## src/rtl/pipe_ctrl_hazard_unit_pkg.sv

```systemverilog
// Shared encodings for the pipeline control / hazard unit: ALUOp values, forward selects
// and the RV32I major opcodes the control decoder keys on.
package pipe_ctrl_hazard_unit_pkg;

    localparam logic [1:0] ALUOP_ADD    = 2'b00;
    localparam logic [1:0] ALUOP_BRANCH = 2'b01;
    localparam logic [1:0] ALUOP_R      = 2'b10;
    localparam logic [1:0] ALUOP_I      = 2'b11;

    typedef enum logic [1:0] {
        FWD_RF  = 2'b00,
        FWD_WB  = 2'b01,
        FWD_MEM = 2'b10
    } fwd_sel_e;

    localparam logic [6:0] OPC_LOAD   = 7'b0000011;
    localparam logic [6:0] OPC_STORE  = 7'b0100011;
    localparam logic [6:0] OPC_BRANCH = 7'b1100011;
    localparam logic [6:0] OPC_JAL    = 7'b1101111;
    localparam logic [6:0] OPC_JALR   = 7'b1100111;
    localparam logic [6:0] OPC_OP     = 7'b0110011;
    localparam logic [6:0] OPC_OP_IMM = 7'b0010011;
    localparam logic [6:0] OPC_LUI    = 7'b0110111;
    localparam logic [6:0] OPC_AUIPC  = 7'b0010111;

endpackage

```

## src/rtl/pipe_ctrl_stage_reg.sv

```systemverilog
// Valid + payload pipeline stage register. A bubble or an invalid input leaves the
// payload all-zero so downstream consumers never see stale controls.
module pipe_ctrl_stage_reg
    import pipe_ctrl_hazard_unit_pkg::*;
#(
    parameter int unsigned WIDTH = 8
) (
    input  logic             i_clk,
    input  logic             i_rst_n,
    input  logic             i_en,
    input  logic             i_bubble,
    input  logic             i_valid,
    input  logic [WIDTH-1:0] i_data,
    output logic             o_valid,
    output logic [WIDTH-1:0] o_data
);

    logic             r_valid;
    logic [WIDTH-1:0] r_data;

    always_ff @(posedge i_clk or negedge i_rst_n) begin
        if (!i_rst_n) begin
            r_valid <= 1'b0;
            r_data  <= '0;
        end else if (i_bubble) begin
            r_valid <= 1'b0;
            r_data  <= '0;
        end else if (i_en) begin
            r_valid <= i_valid;
            r_data  <= i_valid ? i_data : '0;
        end
    end

    assign o_valid = r_valid;
    assign o_data  = r_data;

endmodule

```

## src/rtl/pipe_ctrl_hazard_unit.sv

```systemverilog
// Carries decoder controls through EX/MEM/WB, detects load-use stalls and EX-resolved
// redirects, and produces the EX operand forwarding selects.
module pipe_ctrl_hazard_unit
    import pipe_ctrl_hazard_unit_pkg::*;
#(
    parameter int unsigned REG_ADDR_W = 5,
    parameter int unsigned ALUOP_W    = 2
) (
    input  logic                  i_clk,
    input  logic                  i_rst_n,
    input  logic                  i_id_valid,
    input  logic [REG_ADDR_W-1:0] i_id_rs1,
    input  logic [REG_ADDR_W-1:0] i_id_rs2,
    input  logic [REG_ADDR_W-1:0] i_id_rd,
    input  logic                  i_id_branch,
    input  logic                  i_id_mem_read,
    input  logic                  i_id_memto_reg,
    input  logic                  i_id_mem_write,
    input  logic                  i_id_alu_src,
    input  logic                  i_id_reg_write,
    input  logic                  i_id_jump,
    input  logic [ALUOP_W-1:0]    i_id_alu_op,
    input  logic                  i_ex_branch_cond,
    output logic                  o_pc_write_en,
    output logic                  o_if_id_write_en,
    output logic                  o_if_id_flush,
    output logic [ALUOP_W-1:0]    o_ex_alu_op,
    output logic                  o_ex_alu_src,
    output logic                  o_ex_branch,
    output logic                  o_ex_jump,
    output logic                  o_ex_redirect,
    output logic [1:0]            o_forward_a,
    output logic [1:0]            o_forward_b,
    output logic                  o_mem_mem_read,
    output logic                  o_mem_mem_write,
    output logic                  o_wb_reg_write,
    output logic                  o_wb_memto_reg,
    output logic [REG_ADDR_W-1:0] o_wb_rd
);

    localparam int unsigned EX_W  = 3 * REG_ADDR_W + ALUOP_W + 7;
    localparam int unsigned MEM_W = REG_ADDR_W + 4;
    localparam int unsigned WB_W  = REG_ADDR_W + 2;

    logic [EX_W-1:0]       w_ex_d, w_ex_q;
    logic [MEM_W-1:0]      w_mem_d, w_mem_q;
    logic [WB_W-1:0]       w_wb_d, w_wb_q;
    logic                  w_ex_valid, w_mem_valid, w_wb_valid;

    logic [REG_ADDR_W-1:0] w_ex_rs1, w_ex_rs2, w_ex_rd, w_mem_rd, w_wb_rd;
    logic [ALUOP_W-1:0]    w_ex_alu_op;
    logic                  w_ex_branch, w_ex_mem_read, w_ex_memto_reg, w_ex_mem_write;
    logic                  w_ex_alu_src, w_ex_reg_write, w_ex_jump;
    logic                  w_mem_mem_read, w_mem_memto_reg, w_mem_mem_write, w_mem_reg_write;
    logic                  w_wb_memto_reg, w_wb_reg_write;

    logic                  w_redirect, w_load_use, w_stall, w_ex_bubble;

    assign w_ex_d = {i_id_rs1, i_id_rs2, i_id_rd, i_id_alu_op, i_id_branch, i_id_mem_read,
                     i_id_memto_reg, i_id_mem_write, i_id_alu_src, i_id_reg_write, i_id_jump};
    assign {w_ex_rs1, w_ex_rs2, w_ex_rd, w_ex_alu_op, w_ex_branch, w_ex_mem_read,
            w_ex_memto_reg, w_ex_mem_write, w_ex_alu_src, w_ex_reg_write, w_ex_jump} = w_ex_q;

    assign w_mem_d = {w_ex_rd, w_ex_mem_read, w_ex_memto_reg, w_ex_mem_write, w_ex_reg_write};
    assign {w_mem_rd, w_mem_mem_read, w_mem_memto_reg, w_mem_mem_write, w_mem_reg_write} = w_mem_q;

    assign w_wb_d = {w_mem_rd, w_mem_memto_reg, w_mem_reg_write};
    assign {w_wb_rd, w_wb_memto_reg, w_wb_reg_write} = w_wb_q;

    assign w_redirect = w_ex_valid & (w_ex_jump | (w_ex_branch & i_ex_branch_cond));
    // rs2 is compared regardless of format; a spurious stall is harmless.
    assign w_load_use = i_id_valid & w_ex_valid & w_ex_mem_read & (w_ex_rd != '0) &
                        ((w_ex_rd == i_id_rs1) | (w_ex_rd == i_id_rs2));
    assign w_stall     = w_load_use & ~w_redirect;
    assign w_ex_bubble = w_stall | w_redirect;

    assign o_pc_write_en    = ~w_stall;
    assign o_if_id_write_en = ~w_stall;
    assign o_if_id_flush    = w_redirect;
    assign o_ex_redirect    = w_redirect;

    pipe_ctrl_stage_reg #(.WIDTH(EX_W)) u_ex_reg (
        .i_clk    (i_clk),
        .i_rst_n  (i_rst_n),
        .i_en     (1'b1),
        .i_bubble (w_ex_bubble),
        .i_valid  (i_id_valid),
        .i_data   (w_ex_d),
        .o_valid  (w_ex_valid),
        .o_data   (w_ex_q)
    );

    pipe_ctrl_stage_reg #(.WIDTH(MEM_W)) u_mem_reg (
        .i_clk    (i_clk),
        .i_rst_n  (i_rst_n),
        .i_en     (1'b1),
        .i_bubble (1'b0),
        .i_valid  (w_ex_valid),
        .i_data   (w_mem_d),
        .o_valid  (w_mem_valid),
        .o_data   (w_mem_q)
    );

    pipe_ctrl_stage_reg #(.WIDTH(WB_W)) u_wb_reg (
        .i_clk    (i_clk),
        .i_rst_n  (i_rst_n),
        .i_en     (1'b1),
        .i_bubble (1'b0),
        .i_valid  (w_mem_valid),
        .i_data   (w_wb_d),
        .o_valid  (w_wb_valid),
        .o_data   (w_wb_q)
    );

    assign o_ex_alu_op     = w_ex_valid ? w_ex_alu_op : '0;
    assign o_ex_alu_src    = w_ex_valid & w_ex_alu_src;
    assign o_ex_branch     = w_ex_valid & w_ex_branch;
    assign o_ex_jump       = w_ex_valid & w_ex_jump;
    assign o_mem_mem_read  = w_mem_valid & w_mem_mem_read;
    assign o_mem_mem_write = w_mem_valid & w_mem_mem_write;
    assign o_wb_reg_write  = w_wb_valid & w_wb_reg_write;
    assign o_wb_memto_reg  = w_wb_valid & w_wb_memto_reg;
    assign o_wb_rd         = w_wb_valid ? w_wb_rd : '0;

    // MEM has the younger result, so it wins over WB on a double match.
    always_comb begin
        o_forward_a = FWD_RF;
        if (w_mem_valid & w_mem_reg_write & (w_mem_rd != '0) & (w_mem_rd == w_ex_rs1)) begin
            o_forward_a = FWD_MEM;
        end else if (w_wb_valid & w_wb_reg_write & (w_wb_rd != '0) & (w_wb_rd == w_ex_rs1)) begin
            o_forward_a = FWD_WB;
        end
    end

    always_comb begin
        o_forward_b = FWD_RF;
        if (w_mem_valid & w_mem_reg_write & (w_mem_rd != '0) & (w_mem_rd == w_ex_rs2)) begin
            o_forward_b = FWD_MEM;
        end else if (w_wb_valid & w_wb_reg_write & (w_wb_rd != '0) & (w_wb_rd == w_ex_rs2)) begin
            o_forward_b = FWD_WB;
        end
    end

endmodule

```

## config.mk

```make
export PLATFORM = sky130hd
export DESIGN_NAME = pipe_ctrl_hazard_unit
export DESIGN_NICKNAME = d
export VERILOG_FILES = /design/src/rtl/pipe_ctrl_hazard_unit_pkg.sv /design/src/rtl/pipe_ctrl_stage_reg.sv /design/src/rtl/pipe_ctrl_hazard_unit.sv
export SDC_FILE = /design/constraint.sdc
export NUM_CORES = 1
export LEC_CHECK = 0
export ABC_AREA = 1
export CAP_MARGIN = 20
export CORE_MARGIN = 5
export CORE_UTILIZATION = 46
export CTS_BUF_LIST = sky130_fd_sc_hd__clkbuf_4 sky130_fd_sc_hd__clkbuf_8
export CTS_CLUSTER_SIZE = 30
export DETAILED_ROUTE_END_ITERATION = 12
export GPL_ROUTABILITY_DRIVEN = 1
export GPL_TIMING_DRIVEN = 0
export PLACE_DENSITY = 0.8
export SYNTH_ARGS = -nofsm -noshare
export SYNTH_HDL_FRONTEND = slang
export SYNTH_SLANG_ARGS = --single-unit
export TNS_END_PERCENT = 1
```

## constraint.sdc

```tcl
create_clock -name i_clk -period 1.1 [get_ports i_clk]
set_input_delay 0.11 -clock i_clk [delete_from_list [all_inputs] [get_ports i_clk]]
set_output_delay 0.11 -clock i_clk [all_outputs]
set_load 0.01 [all_outputs]
```

==> results of run 1 <==
## state kept, by name, summed over array words and instances (netlist names)
register           count
u_wb_reg.o_valid       1
u_ex_reg.o_data       24
u_wb_reg.o_data        7
u_ex_reg.o_valid       1
u_mem_reg.o_data       9
u_mem_reg.o_valid      1
## cell usage in the layout, fill, tap and decap left out, types with 6 or more instances in the layout
cell and count:
nand2_1 72, inv_1 37, dfrtp_1 35, nor2_1 27
clkdlybuf4s50_1 25, buf_2 16, xnor2_1 16, nor2_2 14
inv_2 11, buf_6 11, nand2_2 10, dfrtp_2 8
buf_4 6
## power by group through the flow
stage          clock network (uW)  registers, uW  logic (uW)
4_1_cts                      1480           1740         539
5_1_grt                      1540           1760         640
3_5_place_dp                    0           1770         512
3_3_place_gp                    0           1760         503
2_1_floorplan                   0           1750         294
6_report                     1460           1750         574
## stage by stage
stage,hold WS (ns),TNS (ns)
2_1_floorplan,-0.186,-2.30
3_3_place_gp,0.355,-64.10
3_5_place_dp,0.283,-18.74
4_1_cts,-0.0442,-13.69
5_1_grt,0.0238,-17.98
6_report,-0.0688,-14.99
## area by class of cell
| class | count | area, um2 |
|---|---|---|
| Buffer | 9 | 95.1 |
| Clock buffer | 6 | 76.3 |
| Clock inverter | 2 | 60.1 |
| Fill cell | 354 | 1500 |
| Inverter | 48 | 180 |
| Multi-Input combinational cell | 162 | 855 |
| Sequential cell | 43 | 1090 |
| Tap cell | 52 | 65.1 |
| Timing Repair Buffer | 53 | 465 |
## cell families (layout without fill, tap and decap cells)
| group | after synthesis | count (layout) |
|---|---|---|
| buffers and inverters | 57 | 118 |
| DFF | 43 | 43 |
| xor gates and xnor gates | 20 | 20 |
| and+or+nand+nor | 138 | 138 |
| AOI/OAI and AO/OA | 4 | 4 |
## per-layer routing
layer  vias to the layer above  global-route usage  part of all wire
li1                        875                   -                 -
met1                       772               0.168              0.39
met2                        47               0.270              0.52
met3                        10              0.0579             0.080
met4                         0              0.0515             0.015
met5                         -                   0                 0
## timing repair
item | CTS | global route
endpoints found under the hold margin | 43 | 0
pin swaps | 19 | 9
gates resized for setup | 111 | 30
setup endpoints to repair | 48 | 47
setup buffers | 4 | 1
## worst register-to-register path: stages (launching register included)
cell     delay [ns]
dfrtp_2        0.45
nand2_1        0.07
inv_1          0.05
nor2_1         0.19
nor2_2         0.06
nand3_1        0.09
nand2_2        0.07
buf_4          0.13
nand2_2        0.07
nand2_4        0.09
buf_8          0.15
nor2_1         0.11
## worst min path at each step
stage                          to  slack, ns  depth (start not counted)
4_1_cts        u_ex_reg.o_data[8]      -0.04                          1
3_3_place_gp     u_wb_reg.o_valid       0.36                          0
2_1_floorplan  u_ex_reg.o_data[0]      -0.19                          0
3_5_place_dp   u_ex_reg.o_data[8]       0.28                          1
6_report       u_ex_reg.o_data[8]      -0.07                          1
5_1_grt        u_ex_reg.o_data[8]       0.02                          1
==> results.cfg, run 1 <==
[outcome]
status = finished with violations
violations = hold timing, setup timing

[worst_setup_path]
crit_chain = nor2_1 > nor2_1 > nor2_2 > nand3_1 > nand2_2 > nand3_2 > buf_6 > buf_6
path_class = flop to primary output
required_ns = 0.99
rr_endpoint = u_ex_reg.o_data[14]
startpoint = u_ex_reg.o_data[9]
rr_worst_depth = 11
crit_family = simple AND/OR/NAND/NOR gates
timing.critical_path.to_type = primary output
endpoint = o_pc_write_en
regToRegStartpoint = u_ex_reg.o_data[9]
reg2reg_slack_ns = -0.51
cp_num_cells = 8
crit_path_max_fanout = 6
path_buf_inv = 2
crit_path_top_delay_cell = dfrtp_2
crit_arrival_ns = 1.57
cp-start-kind = flop
cp_slowest_stage_delay_ns = 0.45

[power_and_ir_drop]
sequentialPowerShare = 0.463
power_switching_uw = 891
swShare = 0.236
power_uw = 3780
intPower_uw = 2890
p_per_area_nw_per_um2 = 1310
ir_drop_mv = 1.03
leakage_uw = 0.00163
power_frac_comb = 0.152
power_frac_clock = 0.385

[yosys]
ys_async_sr_fraction = 1.00
synth_cell_types = 21
synth_top_family_by_area = simple AND/OR/NAND/NOR gates
yosys-top-cells-area = dfrtp_1 (51%), nand2_1 (15%), inv_1 (8.4%)
yosys_warnings = 0
synth_fa_ha_area_frac = 0
synth-simple-area-share = 0.274
synthFlopType = dfrtp_1
synth_compound_area_frac = 0.0107
synth_area_per_cell_um2 = 8.01
synth_commonest_cells = nand2_1 (82), inv_1 (47), dfrtp_1 (43)
syn_area_um2 = 2100
netlist_instances = 262
synth-edff-count = 0
synth.largest_area_cell = dfrtp_1
post-synth-top-count-cell = nand2_1
syn_nets = 290
synth_xor_area_frac = 0.0835
muxShareOfSynthArea = 0
ys_seq_area_frac = 0.513
synth-seq-cells = 43
netlist.area_leader.share = 0.513

[drt]
via_per_inst = 4.54
drc = 0
wl_per_cell_um = 11.7
antenna_left = 0
firstDrtPassIters = 4
drt-total-wl_um = 4380
via_count = 1704
first_iter_violations = 66

[global_routing]
grt_first_pass_wirelength_um = 7420
globalRouteOverflowTotal = 0
grt_pass1_vias = 1718
grt_antenna_before_repair = 0
grt_max_degree = 44
grt_usage = 0.153

[clock_tree]
root_buffer = clkbuf_8
cts_tree = built
path_clk_slew_ns = 0.08
cts_htree_levels = 2
clock-sinks = 43
clock_latency_ns = 0.30
cts_buffers = 5
cts.path.max_buffers = 2

[floorplan]
core_area_um2 = 4380
die_w_um = 77.5
ios = 50
fp.dieH_um = 77.5
std_cell_rows = 24
dieArea_um2 = 6010
start_util = 0.479

[timing]
rsz0062_at_grt = true
min_period_over_period = 1.53
tightest_slew_ns = 0.902
post-route-min-period_ns = 1.68
finalClockSkew_ns = 0.00299
layout_setup_ws_ns = -0.578
final_max_slew_viol_count = 0
setup_violations = 43
maxSlewHeadroom = 0.399
finalHoldViolations = 43
whs_ns = -0.0688
max_freq_mhz = 596

[placement]
placed_cells = 362
portBuffers = 48
gp_congestion = 0.781
place_ws_ns = -0.823
dpl.hpwl_um = 3160
placed_area_um2 = 2650

[job]
maxCapViolations = 0

[layout]
final_util = 0.658
layout-drive-gt1-share = 0.303
finalNetCount = 350
n_antenna_cell = 0
fin_cells = 375
syn_to_final_growth_pct = 37.4
stdcell_area_um2 = 2880

[worst_hold_path]
hp-class = primary input to async pin
No activity file was read; power rests on OpenSTA's default activity.
==> inputs of run 2 (changes only) <==
--- a/config.mk
+++ b/config.mk
@@ -12,8 +12,8 @@
 export CTS_BUF_LIST = sky130_fd_sc_hd__clkbuf_4 sky130_fd_sc_hd__clkbuf_8
 export CTS_CLUSTER_SIZE = 30
 export DETAILED_ROUTE_END_ITERATION = 12
-export GPL_ROUTABILITY_DRIVEN = 1
-export GPL_TIMING_DRIVEN = 0
+export GPL_ROUTABILITY_DRIVEN = 0
+export GPL_TIMING_DRIVEN = 1
 export PLACE_DENSITY = 0.8
 export SYNTH_ARGS = -nofsm -noshare
 export SYNTH_HDL_FRONTEND = slang
==> run 2 against run 1 <==
The run ends with setup timing left; final area increased by 7.8%; core utilization is 5.1 points higher; critical path depth unchanged; clock skew increased by 0.0017 ns; hold slack better by 0.39 ns; setup slack improved by 0.079 ns; first-iteration DRC count is 56% higher; non-clock buffer count is 22 higher; via count increased by 5.2%; die area unchanged; final cell count rose by 5.9%; power up 2.2%; critical path type unchanged; largest cell class unchanged; largest power group unchanged.
==> results.cfg, run 2 (synthesized netlist as in run 1, its figures left out) <==
[worst_setup_path]
timing.critical_path.to_type = primary output
required_ns = 0.99
rr_endpoint = u_ex_reg.o_data[1]
regToRegStartpoint = u_ex_reg.o_data[11]
crit_chain = inv_2 > nand2_1 > nand2_1 > nor2_1 > nand3_1 > nand2_2 > nand3_1 > buf_2
endpoint = o_if_id_write_en
cp_slowest_stage_delay_ns = 0.43
cp-start-kind = flop
crit_path_max_fanout = 4
crit_path_top_delay_cell = dfrtp_1
rr_worst_depth = 11
startpoint = u_ex_reg.o_data[11]
reg2reg_slack_ns = -0.40
path_class = flop to primary output
crit_arrival_ns = 1.49

[worst_hold_path]
hp-class = primary input to async pin

[drt]
first_iter_violations = 103
via_per_inst = 4.51
wl_per_cell_um = 11.9
antenna_left = 0
drc = 0
via_count = 1792
drt-total-wl_um = 4730
firstDrtPassIters = 6

[timing]
setup_violations = 46
finalClockSkew_ns = 0.00472
maxSlewHeadroom = 0.836
final_max_slew_viol_count = 0
max_freq_mhz = 625
min_period_over_period = 1.45
tns_ns = -13.74
tightest_slew_ns = 0.246
post-route-min-period_ns = 1.60
layout_setup_ws_ns = -0.500
finalHoldViolations = 0
rsz0062_at_grt = true

[floorplan]
ios = 50
core_area_um2 = 4380
dieArea_um2 = 6010
std_cell_rows = 24
die_w_um = 77.5
start_util = 0.479
fp.dieH_um = 77.5

[power_and_ir_drop]
power_switching_uw = 908
p_per_area_nw_per_um2 = 1240
power_frac_clock = 0.377
ir_drop_mv = 0.934
swShare = 0.235
power_frac_comb = 0.174
sequentialPowerShare = 0.450
leakage_uw = 0.00177
power_uw = 3860
intPower_uw = 2950

[job]
maxCapViolations = 0

[layout]
largest_reg_flops = 24
layout_common_cells = nand2_1 (75), dfrtp_1 (40), inv_1 (38)
stdcell_area_um2 = 3110
fill_cells = 314
layout-drive-gt1-share = 0.333
syn_to_final_growth_pct = 48.1
fin_cells = 397
finalNetCount = 372
n_antenna_cell = 0
mostFrequentLayoutCell = nand2_1

[outcome]
violations = setup timing
status = finished with violations

[global_routing]
grt_antenna_before_repair = 0
grt_pass1_vias = 1805
grt_max_degree = 44
globalRouteOverflowTotal = 0
grt_usage = 0.163
grt_first_pass_wirelength_um = 7790

[clock_tree]
path_clk_slew_ns = 0.08
root_buffer = clkbuf_8
clock_latency_ns = 0.29
cts.path.max_buffers = 2
cts_buffers = 5
cts_htree_levels = 2
clock-sinks = 43
cts_tree = built

[placement]
portBuffers = 49
place_ws_ns = -0.680
placed_cells = 379
dpl.hpwl_um = 3150
placed_area_um2 = 2830
[run 2: critical path: cells and delay by family (launching register included)]
family        cells  cell delay (ns)
simple gates      6             0.54
flops             1             0.43
buf+inv           2             0.24
[run 2: worst min-delay path by stage]
stage,startpoint,endpoint,slack (ns),cells after the start
2_1_floorplan,i_rst_n,u_ex_reg.o_data[0],-0.19,0
3_3_place_gp,i_rst_n,u_ex_reg.o_data[8],0.09,2
3_5_place_dp,i_rst_n,u_ex_reg.o_data[8],0.09,2
4_1_cts,i_rst_n,u_ex_reg.o_data[2],0.32,3
5_1_grt,i_rst_n,u_mem_reg.o_data[3],0.35,3
6_report,i_rst_n,u_ex_reg.o_data[2],0.33,3
[run 2: final cells by class]
type,count,area [um2],share of cell area
Timing Repair Buffer,84,762,0.245
Sequential cell,43,1080,0.348
Tap cell,52,65.1,0.0209
Clock inverter,2,60.1,0.0193
Clock buffer,6,76.3,0.0246
Inverter,48,180,0.0580
Multi-Input combinational cell,162,883,0.284
[run 2: per-layer routing]
| metal | vias to the layer above | wire length, um | global-route usage |
|---|---|---|---|
| met1 | 800 | 1770 | 0.171 |
| met3 | 10 | 316 | 0.0532 |
| met2 | 64 | 2540 | 0.301 |
| li1 | 918 | - | - |
| met5 | - | 0 | 0 |
| met4 | 0 | 103 | 0.0567 |
[run 2: power by group through the flow]
stage                     Combinational [uW]  Clock, uW  Sequential, uW
final                                    671       1450            1740
after global routing                     745       1560            1750
after CTS                                628       1480            1730
after detailed placement                 588          0            1760
after global placement                   577          0            1760
after floorplan                          294          0            1750
[run 2: through the flow]
stage                     hold WS, ns  utilization
final                           0.326        0.709
after CTS                       0.317        0.685
after global placement         0.0919        0.646
after floorplan                -0.186            -
after global routing            0.345        0.709
after detailed placement       0.0938        0.646
[run 2: repair_timing]
action	in CTS	in global routing
hold buffers	1	0
endpoints found under the setup margin	47	47
setup buffers	7	2
pin swaps	11	9
resized for setup	101	32
gates cloned	0	0
endpoints found under the hold margin	43	0
==> inputs of run 3 (changes only) <==
--- a/config.mk
+++ b/config.mk
@@ -15,6 +15,7 @@
 export GPL_ROUTABILITY_DRIVEN = 0
 export GPL_TIMING_DRIVEN = 1
 export PLACE_DENSITY = 0.8
+export REMOVE_ABC_BUFFERS = 1
 export SYNTH_ARGS = -nofsm -noshare
 export SYNTH_HDL_FRONTEND = slang
 export SYNTH_SLANG_ARGS = --single-unit
==> run 3 against run 2 <==
Setup slack improved by 0.027 ns; the flow still finishes with violations (setup timing); first-iteration DRC count fell by 40%; sequential power hardly changed.
==> results.cfg, run 3 (synthesized netlist as in run 1, its figures left out) <==
[drt]
wl_per_cell_um = 12.0
firstDrtPassIters = 4
drc = 0
drt-total-wl_um = 4590
via_count = 1720
first_iter_violations = 62
antenna_left = 0
via_per_inst = 4.50

[job]
maxCapViolations = 0

[timing]
final_max_slew_viol_count = 0
whs_ns = 0.270
layout_setup_ws_ns = -0.473
finalClockSkew_ns = 0.00636
maxSlewHeadroom = 0.734
max_freq_mhz = 636
tightest_slew_ns = 0.399
finalHoldViolations = 0
setup_violations = 47
min_period_over_period = 1.43
post-route-min-period_ns = 1.57
rsz0062_at_grt = true

[global_routing]
grt_pass1_vias = 1798
grt_usage = 0.162
grt_max_degree = 29
grt_use_met3 = 0.0567
use_met1 = 0.163
grt_first_pass_wirelength_um = 7710
grt_antenna_before_repair = 0
grtUsageMet2 = 0.299
globalRouteOverflowTotal = 0
grt-busiest-layer = met2

[clock_tree]
root_buffer = clkbuf_8
clock-sinks = 43
cts_htree_levels = 2
path_clk_slew_ns = 0.08
cts_tree = built
cts_buffers = 5
clock_latency_ns = 0.30
cts.path.max_buffers = 2

[layout]
finalNetCount = 357
n_antenna_cell = 0
fin_cells = 382
multi_input_area_um2 = 867
largest_reg_flops = 24
fill_cells = 362
layout_common_cells = nand2_1 (70), inv_1 (41), dfrtp_1 (38)
register_area_um2 = 1080
layout-drive-gt1-share = 0.294
syn_to_final_growth_pct = 39.2
mostFrequentLayoutCell = nand2_1

[worst_setup_path]
required_ns = 0.99
path_class = flop to primary output
timing.critical_path.to_type = primary output
cp-start-kind = flop
crit_path_max_fanout = 4
crit_arrival_ns = 1.46

[placement]
portBuffers = 49
placed_cells = 370
dpl.hpwl_um = 3270

[floorplan]
ios = 50
die_w_um = 77.5
core_area_um2 = 4380
dieArea_um2 = 6010
start_util = 0.479
fp.dieH_um = 77.5
std_cell_rows = 24

[power_and_ir_drop]
leakage_uw = 0.00167
ir_drop_mv = 0.736
p_per_area_nw_per_um2 = 1170

[outcome]
violations = setup timing
status = finished with violations

[worst_hold_path]
hp-class = primary input to async pin
-- run 3: changes by cell type in the layout (fill, tap and decap cells not counted), moves of 3 or more --
cell / change
nor2_1: +5
inv_1: +3
buf_4: -11
nor2_2: -3
nand2_2: +5
inv_2: -3
nand2_1: -5
buf_6: -3
-- run 3: final timing paths --
kind,from,end,slack (ns),cells past startpoint
min,i_rst_n,u_ex_reg.o_data[1],0.27,2
min in group i_clk,i_id_rd[4],u_ex_reg.o_data[13],0.34,3
max reg2reg,u_ex_reg.o_data[9],u_ex_reg.o_valid,-0.41,9
min reg2reg,u_ex_reg.o_data[1],u_mem_reg.o_data[0],0.44,2
max in group asynchronous,i_rst_n,u_ex_reg.o_data[9],0.34,3
max,u_ex_reg.o_data[10],o_if_id_write_en,-0.47,7
-- run 3: worst max-delay path: stages (launching register included) --
cell     delay [ns]
dfrtp_1        0.40
inv_1          0.10
buf_4          0.13
nand3_1        0.09
nand3_1        0.10
inv_1          0.10
nand3_2        0.09
buf_2          0.15
-- run 3: cell type report --
| type | count | share of cell area |
|---|---|---|
| Clock buffer | 7 | 0.0330 |
| Clock inverter | 1 | 0.00257 |
| Inverter | 48 | 0.0617 |
| Multi-Input combinational cell | 162 | 0.297 |
| Sequential cell | 43 | 0.370 |
| Tap cell | 52 | 0.0223 |
| Timing Repair Buffer | 69 | 0.213 |
-- run 3: power breakdown --
part	switching, uW	internal (uW)	total, uW
sequential	78.5	1660	1740
clock	515	570	1090
combinational	291	309	600
total	885	2540	3430
-- run 3: through the flow --
stage          worst slack (ns)  total power (uW)  area, um2  utilization  TNS, ns
2_1_floorplan            -0.236              2000       2030            -    -6.82
4_1_cts                  -0.469              3440       2880        0.656   -13.29
6_report                 -0.473              3430       2920        0.666   -13.90
3_3_place_gp             -0.735              2300       2740        0.624   -17.71
5_1_grt                  -0.563              3610       2920        0.666   -18.22
3_5_place_dp             -0.765              2320       2740        0.624   -18.77
-- run 3: layer usage --
metal	up-vias	part of all wire
li1	887	-
met1	772	0.37
met2	50	0.54
met3	11	0.062
met4	0	0.025
met5	-	0
-- run 3: what timing repair did --
item | 4_1_cts | 5_1_grt
endpoints found under the setup margin | 47 | 47
buffers inserted | 2 | 1
pin swaps | 14 | 7
endpoints found under the hold margin | 15 | 0
resized for setup | 115 | 13
hold buffers | 1 | 0
